$ cat src/rtl/pipelined_addsub_pkg.sv
// Shared helpers for the segmented, carry-pipelined adder/subtractor.
package pipelined_addsub_pkg;

  function automatic int seg_w(input int n, input int stages);
    return n / stages;
  endfunction

  function automatic bit seg_ok(input int n, input int stages);
    return (stages > 0) && (stages <= n) && ((n % stages) == 0);
  endfunction

endpackage

$ cat src/rtl/addsub_seg.sv
// Combinational W-bit ripple segment built from per-bit full adders.
module addsub_seg #(
  parameter int W = 8
) (
  input  logic [W-1:0] a,
  input  logic [W-1:0] b,
  input  logic         cin,
  output logic [W-1:0] sum,
  output logic         cout
);

  // Each bit owns its carry so the chain stays a plain netlist
  for (genvar i = 0; i < W; i++) begin : g_bit
    logic ci;
    logic co;
    if (i == 0) begin : g_lsb
      assign ci = cin;
    end else begin : g_up
      assign ci = g_bit[i-1].co;
    end
    assign sum[i] = a[i] ^ b[i] ^ ci;
    assign co = (a[i] & b[i]) | (ci & (a[i] ^ b[i]));
  end

  assign cout = g_bit[W-1].co;

endmodule

$ cat src/rtl/pipelined_addsub.sv
// N-bit adder/subtractor, one W-bit ripple segment per stage,
// registered inter-segment carry and a global valid/ready stall.
module pipelined_addsub
  import pipelined_addsub_pkg::*;
#(
  parameter int N      = 32,
  parameter int STAGES = 4,
  parameter int TAG_W  = 4
) (
  input  logic             clk,
  input  logic             rst_n,
  input  logic             in_valid,
  output logic             in_ready,
  input  logic [N-1:0]     a,
  input  logic [N-1:0]     b,
  input  logic             cin,
  input  logic             sub,
  input  logic [TAG_W-1:0] tag_in,
  output logic             out_valid,
  input  logic             out_ready,
  output logic [N-1:0]     sum,
  output logic             cout,
  output logic             ovf,
  output logic [TAG_W-1:0] tag_out
);

  localparam int W = seg_w(N, STAGES);

  if (!seg_ok(N, STAGES)) begin : g_chk
    $error("pipelined_addsub: N must be a multiple of STAGES");
  end

  logic              advance;
  logic [STAGES-1:0] v_q, v_d;
  logic [STAGES-1:0] c_q, c_d;
  logic [STAGES-1:0] ci;
  logic              ovf_q, ovf_d;

  logic [N-1:0]      a_q   [STAGES];
  logic [N-1:0]      a_d   [STAGES];
  logic [N-1:0]      b_q   [STAGES];
  logic [N-1:0]      b_d   [STAGES];
  logic [N-1:0]      s_q   [STAGES];
  logic [N-1:0]      s_d   [STAGES];
  logic [TAG_W-1:0]  t_q   [STAGES];
  logic [TAG_W-1:0]  t_d   [STAGES];
  logic              sub_q [STAGES];
  logic              sub_d [STAGES];
  logic              bm_q  [STAGES];
  logic              bm_d  [STAGES];
  logic [W-1:0]      seg_s [STAGES];

  assign advance  = !(v_q[STAGES-1] && !out_ready);
  assign in_ready = advance;

  // Stage inputs: operand prep at acceptance, then skewed hand-off
  always_comb begin
    a_d[0]   = a;
    b_d[0]   = sub ? ~b : b;
    ci[0]    = cin ^ sub;
    v_d[0]   = in_valid;
    t_d[0]   = tag_in;
    sub_d[0] = sub;
    bm_d[0]  = b[N-1];
    for (int k = 1; k < STAGES; k++) begin
      a_d[k]   = a_q[k-1];
      b_d[k]   = b_q[k-1];
      ci[k]    = c_q[k-1];
      v_d[k]   = v_q[k-1];
      t_d[k]   = t_q[k-1];
      sub_d[k] = sub_q[k-1];
      bm_d[k]  = bm_q[k-1];
    end
  end

  for (genvar k = 0; k < STAGES; k++) begin : g_seg
    addsub_seg #(
      .W(W)
    ) u_seg (
      .a   (a_d[k][k*W +: W]),
      .b   (b_d[k][k*W +: W]),
      .cin (ci[k]),
      .sum (seg_s[k]),
      .cout(c_d[k])
    );
  end

  // Finished low segments ride forward so the word exits aligned
  always_comb begin
    s_d[0] = '0;
    s_d[0][W-1:0] = seg_s[0];
    for (int k = 1; k < STAGES; k++) begin
      s_d[k] = s_q[k-1];
      s_d[k][k*W +: W] = seg_s[k];
    end
    ovf_d = (a_d[STAGES-1][N-1] ==
             (bm_d[STAGES-1] ^ sub_d[STAGES-1]))
         && (seg_s[STAGES-1][W-1] != a_d[STAGES-1][N-1]);
  end

  always_ff @(posedge clk) begin
    if (!rst_n) begin
      v_q   <= '0;
      c_q   <= '0;
      ovf_q <= 1'b0;
      for (int k = 0; k < STAGES; k++) begin
        a_q[k]   <= '0;
        b_q[k]   <= '0;
        s_q[k]   <= '0;
        t_q[k]   <= '0;
        sub_q[k] <= 1'b0;
        bm_q[k]  <= 1'b0;
      end
    end else if (advance) begin
      v_q   <= v_d;
      c_q   <= c_d;
      ovf_q <= ovf_d;
      for (int k = 0; k < STAGES; k++) begin
        a_q[k]   <= a_d[k];
        b_q[k]   <= b_d[k];
        s_q[k]   <= s_d[k];
        t_q[k]   <= t_d[k];
        sub_q[k] <= sub_d[k];
        bm_q[k]  <= bm_d[k];
      end
    end
  end

  assign out_valid = v_q[STAGES-1];
  assign sum       = s_q[STAGES-1];
  assign cout      = c_q[STAGES-1];
  assign ovf       = ovf_q;
  assign tag_out   = t_q[STAGES-1];

endmodule

$ cat config.mk
export PLATFORM = sky130hd
export DESIGN_NAME = pipelined_addsub
export DESIGN_NICKNAME = d
export VERILOG_FILES = /design/src/rtl/pipelined_addsub_pkg.sv /design/src/rtl/addsub_seg.sv /design/src/rtl/pipelined_addsub.sv
export SDC_FILE = /design/constraint.sdc
export NUM_CORES = 1
export LEC_CHECK = 0
export BUFFER_PORTS_ARGS = -buffer_cell sky130_fd_sc_hd__buf_2
export CORE_MARGIN = 2
export CORE_UTILIZATION = 50
export DETAILED_ROUTE_END_ITERATION = 10
export HOLD_SLACK_MARGIN = 0.03
export PLACE_DENSITY = 0.79
export SYNTH_ARGS = -nofsm -noshare
export SYNTH_HDL_FRONTEND = slang
export SYNTH_HIERARCHICAL = 1
export SYNTH_SLANG_ARGS = --single-unit
$ cat constraint.sdc
create_clock -name clk -period 14.9 [get_ports clk]
set_input_delay 1.49 -clock clk [delete_from_list [all_inputs] [get_ports clk]]
set_output_delay 1.49 -clock clk [all_outputs]
set_load 0.03 [all_outputs]
==> insert_results.sql, run 1 <==
INSERT INTO impl_metrics (metric_group, metric, value, unit) VALUES
('clock_network', 'worst_skew_pair.late_latency', '0.47', 'ns'),
('worst_setup_path', 'worst_setup_end_kind', 'register', ''),
('synthesis', 'syn_area', '0.00879', 'mm²'),
('routing', 'postRouteWirelength', '13.7', 'mm'),
('die', 'dieWidth', '137', 'µm'),
('pwr', 'power.total', '1250', 'µW'),
('die', 'floorplan.die_area', '0.0187', 'mm²'),
('routing', 'antenna_violating_nets_post_route', '0', ''),
('worst_setup_path', 'critical_path_required', '15.24', 'ns'),
('global_route', 'globalRoute.totalOverflow', '0', ''),
('routing', 'met2_wirelength', '6.55', 'mm'),
('routing', 'wl_met3', '689', 'µm'),
('place', 'detailed_place_hpwl', '8.70', 'mm'),
('pwr', 'power_per_cell_area', '124', 'mW/mm²'),
('global_route', 'first_global_vias', '4441', ''),
('global_route', 'globalRouteTotalUtil', '14.7', '%'),
('sta', 'max_clock_freq', '183', 'MHz'),
('pwr', 'netSwitchingPower', '256', 'µW'),
('die', 'design.portCount', '114', ''),
('global_route', 'grt_first_pass_wirelength', '21.8', 'mm'),
('synthesis', 'synth_edf_count', '198', ''),
('pwr', 'power.combinational.fraction', '7.5', '%'),
('global_route', 'grt_max_degree', '123', ''),
('final_layout', 'filler_cell_count', '1325', ''),
('clock_network', 'cts-htree-levels', '1', ''),
('clock_network', 'tritoncts.num_buffers', '20', ''),
('worst_hold_path', 'min_path_type', 'reg2reg', ''),
('sta', 'fin_crit', '5.48', 'ns'),
('routing', 'drt_pass1_iterations', '4', ''),
('worst_setup_path', 'regToRegStartpoint', 'a_q[0][88]$_SDFFCE_PN0P_', ''),
('sta', 'worst_slew_pin_slew', '1.03', 'ns'),
('synthesis', 'mean_instance_size_in_the_synthesized_netlist', '14.9', 'µm²'),
('worst_setup_path', 'worstPathMaxFanout', '34', ''),
('worst_setup_path', 'worstSetupStartpointType', 'input pin', ''),
('sta', 'slew_headroom', '31.2', '%'),
('synthesis', 'synth.cells.most_frequent', 'sky130_fd_sc_hd__edfxtp_1 (198), sky130_fd_sc_hd__and3_1 (174), sky130_fd_sc_hd__inv_1 (41), sky130_fd_sc_hd__fa_1 (32), sky130_fd_sc_hd__xnor2_1 (25)', ''),
('worst_hold_path', 'min_from', 'c_q[3]$_SDFFE_PN0N_', ''),
('synthesis', 'area_share_of_the_largest_cell_type_after_synthesis', '67.6', '%'),
('pwr', 'netSwitchingFraction', '20.5', '%'),
('place', 'port_buffers', '113', ''),
('sta', 'setup_ws', '9.42', 'ns'),
('synthesis', 'synth-async-reset-ratio', '0', '%'),
('die', 'fp.dieH', '137', 'µm'),
('run', 'drv_cap', '0', ''),
('pwr', 'worst_ir_drop_vdd', '0.0738', 'mV'),
('routing', 'wire_per_inst', '14.9', 'µm'),
('synthesis', 'synth_area_leaders', 'sky130_fd_sc_hd__edfxtp_1 (68%), sky130_fd_sc_hd__and3_1 (12%), sky130_fd_sc_hd__fa_1 (7.3%)', ''),
('sta', 'maxSlewViolCount', '0', ''),
('worst_setup_path', 'worst_r2r_path_depth', '14', ''),
('clock_network', 'cts.root.buffer_cell', 'sky130_fd_sc_hd__clkbuf_16', ''),
('clock_network', 'buffer_depth_of_the_longest_clock_path', '3', ''),
('clock_network', 'postCtsHoldBufs', '0', ''),
('sta', 'final_hold_viol_count', '0', ''),
('sta', 'setup_tns_final', '0', 'ns'),
('synthesis', 'syn-instance-count', '590', ''),
('final_layout', 'instances_no_fill', '919', ''),
('outcome', 'status', 'complete, no violations', ''),
('place', 'placement.setup.worst_slack', '8.95', 'ns'),
('synthesis', 'netlist.top_cell.by_area', 'sky130_fd_sc_hd__edfxtp_1', ''),
('synthesis', 'predominant_post_synthesis_flop_cell', 'sky130_fd_sc_hd__edfxtp_1', ''),
('die', 'std_cell_rows', '48', ''),
('synthesis', 'ys_types', '24', ''),
('final_layout', 'area_added_between_synthesis_and_finish', '14.4', '%'),
('routing', 'via_count', '4621', ''),
('clock_network', 'cts.clk_slew.worst_paths', '0.06', 'ns'),
('pwr', 'internal_power', '993', 'µW'),
('pwr', 'power.clock.fraction', '37.1', '%'),
('sta', 'clock_skew', '0.00706', 'ns'),
('routing', 'via_per_inst', '5.03', ''),
('routing', 'drc', '0', ''),
('worst_setup_path', 'critical_path_class', 'in2reg', '');
## layout by cell type, fill, tap and decap left out, drive strengths merged
cell / instances
clkinv: 9
nand2: 16
clkbuf: 23
o21ai: 1
fa: 32
nor2: 24
diode: 1
nor2b: 2
dfxtp: 9
a21boi: 7
nor3: 1
buf: 117
o21a: 1
xor2: 9
xnor2: 25
bufinv: 1
and3: 174
inv: 42
a211oi: 1
a21oi: 1
edfxtp: 198
## sequential cells by signal, indices dropped and copies added, names as in the netlist
name   cells
a_q       48
b_q       48
c_q        4
sub_q      3
bm_q       3
s_q       80
t_q       16
v_q        4
ovf        1
## worst max-delay path, cell delays in order
cell and delay [ns]:
sky130_fd_sc_hd__buf_2 0.72, sky130_fd_sc_hd__xor2_1 0.21, sky130_fd_sc_hd__fa_1 0.45, sky130_fd_sc_hd__inv_1 0.09
sky130_fd_sc_hd__fa_1 0.17, sky130_fd_sc_hd__inv_1 0.05, sky130_fd_sc_hd__fa_1 0.38, sky130_fd_sc_hd__fa_1 0.41
sky130_fd_sc_hd__fa_1 0.41, sky130_fd_sc_hd__fa_1 0.39, sky130_fd_sc_hd__fa_1 0.38, sky130_fd_sc_hd__inv_1 0.08
sky130_fd_sc_hd__fa_1 0.40, sky130_fd_sc_hd__inv_1 0.06, sky130_fd_sc_hd__and3_1 0.14
## cell type report
type                    instances  area [µm²]  area share, %
multi-input cells             294        2290           22.8
clock inverters                10        71.3          0.709
repair buffers                117         598           5.94
inverters                      42         160           1.59
flip-flops and latches        207        6130           60.9
well taps                     225         282           2.80
clock buffers                  23         533           5.30
diodes                          1        2.50         0.0249
## metrics by stage
step	util, %	hold slack [ns]	cell area, µm²
final	58.4	0.469	10100
after global routing	58.4	0.499	10100
after CTS	58.4	0.473	10100
after detailed placement	54.9	0.465	9460
after global placement	54.9	0.450	9460
after floorplan	-	0.440	8790
## logic make-up (layout without fill, tap and decap cells)
group	count (synthesis)	count (layout)	share of synthesized area [%]
AO/OA/AOI/OAI	11	11	0.882
XOR/XNOR	34	34	3.39
adder cells (fa/ha/maj)	32	32	7.28
buffers and inverters	89	192	4.40
flip-flops	207	207	69.7
other	0	1	0
AND/OR/NAND/NOR	217	217	14.4
## power by group through the flow
stage	logic (µW)	registers (µW)	clock network [µW]
global route	104	695	495
finish	93.6	692	463
detailed placement	93.9	704	0
CTS	94.1	692	474
floorplan	53.2	712	0
global placement	89.2	702	0
## worst min path at each step
stage	end	slack, ns	depth (start not counted)
5_1_grt	c_q[2]$_SDFFE_PN0N_	0.50	2
3_3_place_gp	c_q[3]$_SDFFE_PN0N_	0.45	2
3_5_place_dp	v_q[0]$_SDFFE_PN0N_	0.47	2
4_1_cts	c_q[3]$_SDFFE_PN0N_	0.47	2
6_report	c_q[3]$_SDFFE_PN0N_	0.47	2
2_1_floorplan	v_q[3]$_SDFFE_PN0N_	0.44	1
## metal layers
| layer | track usage, % | vias up |
|---|---|---|
| met2 | 23.0 | 107 |
| met1 | 21.3 | 2227 |
| met4 | 4.51 | 0 |
| met5 | 0 | - |
| li1 | - | 2270 |
| met3 | 2.56 | 17 |
(Power assumes the default switching activity.)
==> inputs of run 2 (changes only) <==
--- a/config.mk
+++ b/config.mk
@@ -5,12 +5,13 @@
 export SDC_FILE = /design/constraint.sdc
 export NUM_CORES = 1
 export LEC_CHECK = 0
+export ABC_AREA = 1
 export BUFFER_PORTS_ARGS = -buffer_cell sky130_fd_sc_hd__buf_2
 export CORE_MARGIN = 2
 export CORE_UTILIZATION = 50
 export DETAILED_ROUTE_END_ITERATION = 10
 export HOLD_SLACK_MARGIN = 0.03
-export PLACE_DENSITY = 0.79
+export PLACE_DENSITY = 0.78
 export SYNTH_ARGS = -nofsm -noshare
 export SYNTH_HDL_FRONTEND = slang
 export SYNTH_HIERARCHICAL = 1
==> constraint.sdc (replaced) <==
create_clock -name clk -period 5.4 [get_ports clk]
set_input_delay 0.54 -clock clk [delete_from_list [all_inputs] [get_ports clk]]
set_output_delay 0.54 -clock clk [all_outputs]
set_load 0.03 [all_outputs]
==> insert_results.sql, run 2 <==
INSERT INTO impl_metrics (metric_group, metric, value, unit) VALUES
('synthesis', 'syn_area', '0.00904', 'mm²'),
('final_layout', 'highest_count_cells_in_the_layout_ignoring_fill_and_taps', 'sky130_fd_sc_hd__inv_1 (222), sky130_fd_sc_hd__edfxtp_1 (198), sky130_fd_sc_hd__nor2_1 (197), sky130_fd_sc_hd__buf_2 (113), sky130_fd_sc_hd__fa_1 (32)', ''),
('sta', 'unrepaired_setup_endpoints_after_global_routing', 'false', ''),
('worst_setup_path', 'worstPathMaxFanout', '2', ''),
('die', 'floorplan.initialDensity', '50.7', '%'),
('pwr', 'power_per_cell_area', '349', 'mW/mm²'),
('synthesis', 'syn-instance-count', '751', ''),
('routing', 'postRouteWirelength', '13.1', 'mm'),
('routing', 'antenna_violating_nets_post_route', '0', ''),
('clock_network', 'cts-htree-levels', '1', ''),
('synthesis', 'synth.cells.most_frequent', 'sky130_fd_sc_hd__inv_1 (223), sky130_fd_sc_hd__edfxtp_1 (198), sky130_fd_sc_hd__nor2_1 (197), sky130_fd_sc_hd__fa_1 (32)', ''),
('routing', 'drt_pass1_iterations', '4', ''),
('clock_network', 'buffer_depth_of_the_longest_clock_path', '3', ''),
('worst_setup_path', 'worst_setup_end_kind', 'register', ''),
('sta', 'clock_skew', '0.00906', 'ns'),
('clock_network', 'numClockSinks', '207', ''),
('routing', 'via_count', '4753', ''),
('sta', 'setup_ws', '1.37', 'ns'),
('die', 'std_cell_rows', '49', ''),
('sta', 'maxSlewViolCount', '0', ''),
('global_route', 'first_global_vias', '4735', ''),
('clock_network', 'cts_setup_buffers', '0', ''),
('sta', 'slew_headroom', '36.4', '%'),
('synthesis', 'synth_sequential_area_ratio', '67.7', '%'),
('outcome', 'status', 'complete, no violations', ''),
('synthesis', 'syn-num-nets', '857', ''),
('worst_setup_path', 'worst_r2r_path_depth', '17', ''),
('sta', 'final_hold_viol_count', '0', ''),
('global_route', 'globalRoute.totalOverflow', '0', ''),
('final_layout', 'largest_reg_flops', '80', ''),
('worst_hold_path', 'cell_depth_of_the_worst_hold_path', '3', ''),
('clock_network', 'tritoncts', 'yes', ''),
('run', 'drv_cap', '0', ''),
('sta', 'worst_slew_pin_slew', '0.954', 'ns'),
('synthesis', 'synth.ff_latch_count', '207', ''),
('routing', 'via_per_inst', '4.29', ''),
('pwr', 'worst_ir_drop_vdd', '0.269', 'mV'),
('pwr', 'power.clock.fraction', '38.9', '%'),
('pwr', 'power.share.sequential', '53.0', '%'),
('synthesis', 'yosys.cell_count.top_type', 'sky130_fd_sc_hd__inv_1', ''),
('pwr', 'netSwitchingPower', '793', 'µW'),
('final_layout', 'reg_top3', 's_q x80, a_q x48, b_q x48', ''),
('synthesis', 'area_share_of_the_largest_cell_type_after_synthesis', '65.7', '%'),
('clock_network', 'worst_skew_pair.late_latency', '0.48', 'ns'),
('die', 'fp.dieH', '139', 'µm'),
('global_route', 'antenna_found_initial', '0', ''),
('clock_network', 'tritoncts.num_buffers', '22', ''),
('sta', 'final-setup-viol-count', '0', ''),
('worst_setup_path', 'critical-path-top-delay-family', 'adder cells', ''),
('synthesis', 'netlist.top_cell.by_area', 'sky130_fd_sc_hd__edfxtp_1', ''),
('clock_network', 'postCtsHoldBufs', '0', ''),
('place', 'port_buffers', '113', ''),
('synthesis', 'synth_edf_count', '198', ''),
('die', 'design.portCount', '114', ''),
('final_layout', 'filler_cell_count', '1436', ''),
('worst_setup_path', 'critical_path.n_buffers_inverters', '5', ''),
('synthesis', 'synth_area_leaders', 'sky130_fd_sc_hd__edfxtp_1 (66%), sky130_fd_sc_hd__inv_1 (9.3%), sky130_fd_sc_hd__nor2_1 (8.2%)', ''),
('worst_setup_path', 'critical_path.slowest_cell', 'sky130_fd_sc_hd__fa_1', ''),
('routing', 'drc', '0', ''),
('sta', 'setup_tns_final', '0', 'ns'),
('worst_setup_path', 'critical_path_class', 'reg2reg', ''),
('final_layout', 'mostFrequentLayoutCell', 'sky130_fd_sc_hd__inv_1', ''),
('worst_setup_path', 'worst_path_largest_cell_delay', '0.42', 'ns'),
('die', 'floorplan.die_area', '0.0192', 'mm²'),
('clock_network', 'post_cts_resize_count', '0', ''),
('worst_setup_path', 'worst-r2r-setup-slack', '1.37', 'ns'),
('place', 'placement.setup.worst_slack', '0.896', 'ns'),
('worst_setup_path', 'critical_path_arrival', '4.40', 'ns'),
('sta', 'fin_crit', '4.03', 'ns'),
('routing', 'wire_per_inst', '11.8', 'µm'),
('pwr', 'power.combinational.fraction', '8.1', '%'),
('place', 'detailed_place_hpwl', '8.00', 'mm'),
('synthesis', 'synth-async-reset-ratio', '0', '%'),
('die', 'dieWidth', '139', 'µm'),
('final_layout', 'drive_above_1_share', '17.2', '%'),
('pwr', 'internal_power', '2820', 'µW'),
('final_layout', 'max_flop_register', 's_q', ''),
('synthesis', 'mean_instance_size_in_the_synthesized_netlist', '12.0', 'µm²'),
('synthesis', 'synth.yosys.warnings', '6', ''),
('routing', 'initialDrtViolationCount', '241', ''),
('pwr', 'p_leak', '0.00477', 'µW'),
('final_layout', 'antenna_diode_count', '0', ''),
('clock_network', 'cts.clk_slew.worst_paths', '0.06', 'ns'),
('global_route', 'grt_first_pass_wirelength', '21.9', 'mm'),
('worst_setup_path', 'critical_path_required', '5.78', 'ns'),
('clock_network', 'cts.root.buffer_cell', 'sky130_fd_sc_hd__clkbuf_16', ''),
('final_layout', 'area_added_between_synthesis_and_finish', '14.3', '%'),
('place', 'gp_routability_congestion', '0.746', ''),
('final_layout', 'fin_nets', '971', ''),
('die', 'area_of_the_placeable_core', '0.0178', 'mm²'),
('sta', 'max_clock_freq', '248', 'MHz'),
('worst_setup_path', 'regToRegStartpoint', 'a_q[0][88]$_SDFFCE_PN0P_', ''),
('worst_setup_path', 'worst_path_most_repeated_cell', 'sky130_fd_sc_hd__fa_1', ''),
('worst_hold_path', 'min_path_type', 'in2reg', ''),
('worst_setup_path', 'critical_path.cell_chain', 'fa_1 -> inv_1 -> fa_1 -> inv_1 -> fa_1 -> fa_1 -> fa_1 -> fa_1 -> fa_1 -> inv_1 -> fa_1 -> inv_1 -> inv_1 -> nand2_1 -> nand3_1 -> nand3_1 -> nand2_1', ''),
('sta', 'layout_worst_path_cycle_share', '74.6', '%'),
('global_route', 'globalRouteTotalUtil', '13.9', '%'),
('global_route', 'grt_max_degree', '148', ''),
('worst_setup_path', 'worstSetupStartpointType', 'register', ''),
('worst_hold_path', 'min_from', 'in_valid', ''),
('worst_hold_path', 'whs_endpoint', 'v_q[0]$_SDFFE_PN0N_', ''),
('pwr', 'netSwitchingFraction', '21.9', '%'),
('synthesis', 'predominant_post_synthesis_flop_cell', 'sky130_fd_sc_hd__edfxtp_1', ''),
('worst_setup_path', 'rr_endpoint', 'ovf$_SDFFE_PN0N_', ''),
('synthesis', 'ys_types', '18', '');
## run 2: cell types whose count changed after synthesis, sizes merged, moves of 2 or more
cell	change
inv	+182
and3	-174
nor2	+174
clkbuf	-35
buf	+14
nand2	+9
a21boi	-7
nand3	+2
nor2b	-2
o22ai	+2
xnor2	-2
## run 2: per-stage QoR
step / cell area (µm²) / cells / hold WS (ns) / util, % / power [µW]
after floorplan: 9040 / 751 / 0.435 / - / 2170
after global placement: 9670 / 1070 / 0.437 / 54.2 / 2230
after detailed placement: 9670 / 1070 / 0.463 / 54.2 / 2250
after CTS: 10300 / 1109 / 0.291 / 58.0 / 3650
after global routing: 10300 / 1109 / 0.328 / 58.0 / 3770
final: 10300 / 1109 / 0.295 / 58.0 / 3610
## run 2: tightest hold or removal path: stages
cell and delay (ns):
sky130_fd_sc_hd__buf_2 0.07, sky130_fd_sc_hd__nand2_1 0.04, sky130_fd_sc_hd__o21ai_1 0.08
## run 2: logic make-up (layout without fill, tap and decap cells)
group | count (synthesis) | after routing | synth area share (%)
buffers and inverters | 250 | 379 | 12.3
and+or+nand+nor | 225 | 225 | 9.45
xor gates and xnor gates | 32 | 32 | 3.10
DFF | 207 | 207 | 67.7
AOI/OAI and AO/OA | 5 | 5 | 0.304
adders and majority gates | 32 | 32 | 7.08
## run 2: metal layers
metal  GRT usage (%)  part of all wire [%]  up-vias
li1                -                     -     2467
met1            18.8                    45     2176
met2            23.3                    49       93
met3            2.60                   4.7       17
met4            4.03                   1.6        0
met5               0                     0        -
## run 2: final cells by class
| cell class | instances | area, µm² | area share (%) |
|---|---|---|---|
| timing repair buffer | 116 | 588 | 5.69 |
| clock buffer | 29 | 598 | 5.78 |
| sequential | 207 | 6130 | 59.2 |
| clock inverter | 10 | 77.6 | 0.750 |
| multi-input combinational | 294 | 1820 | 17.6 |
| tap | 229 | 287 | 2.77 |
| inverter | 224 | 848 | 8.20 |
## run 2: power groups by stage
stage	Sequential, µW	Combinational, µW	Clock [µW]
after global placement	1950	284	0
final	1920	292	1410
after CTS	1920	297	1440
after floorplan	1970	195	0
after global routing	1930	340	1500
after detailed placement	1950	295	0
## run 2: worst max path at each step
stage | start | to | slack, ns | cells past startpoint
after floorplan | out_ready | a_q[0][10]$_SDFFCE_PN0P_ | 0.12 | 4
after global placement | sub | s_q[0][7]$_SDFFCE_PN0P_ | 1.10 | 16
after detailed placement | sub | s_q[0][7]$_SDFFCE_PN0P_ | 0.90 | 16
after CTS | a_q[0][88]$_SDFFCE_PN0P_ | ovf$_SDFFE_PN0N_ | 1.35 | 17
after global routing | a_q[0][88]$_SDFFCE_PN0P_ | ovf$_SDFFE_PN0N_ | 1.21 | 17
final | a_q[0][88]$_SDFFCE_PN0P_ | ovf$_SDFFE_PN0N_ | 1.37 | 17
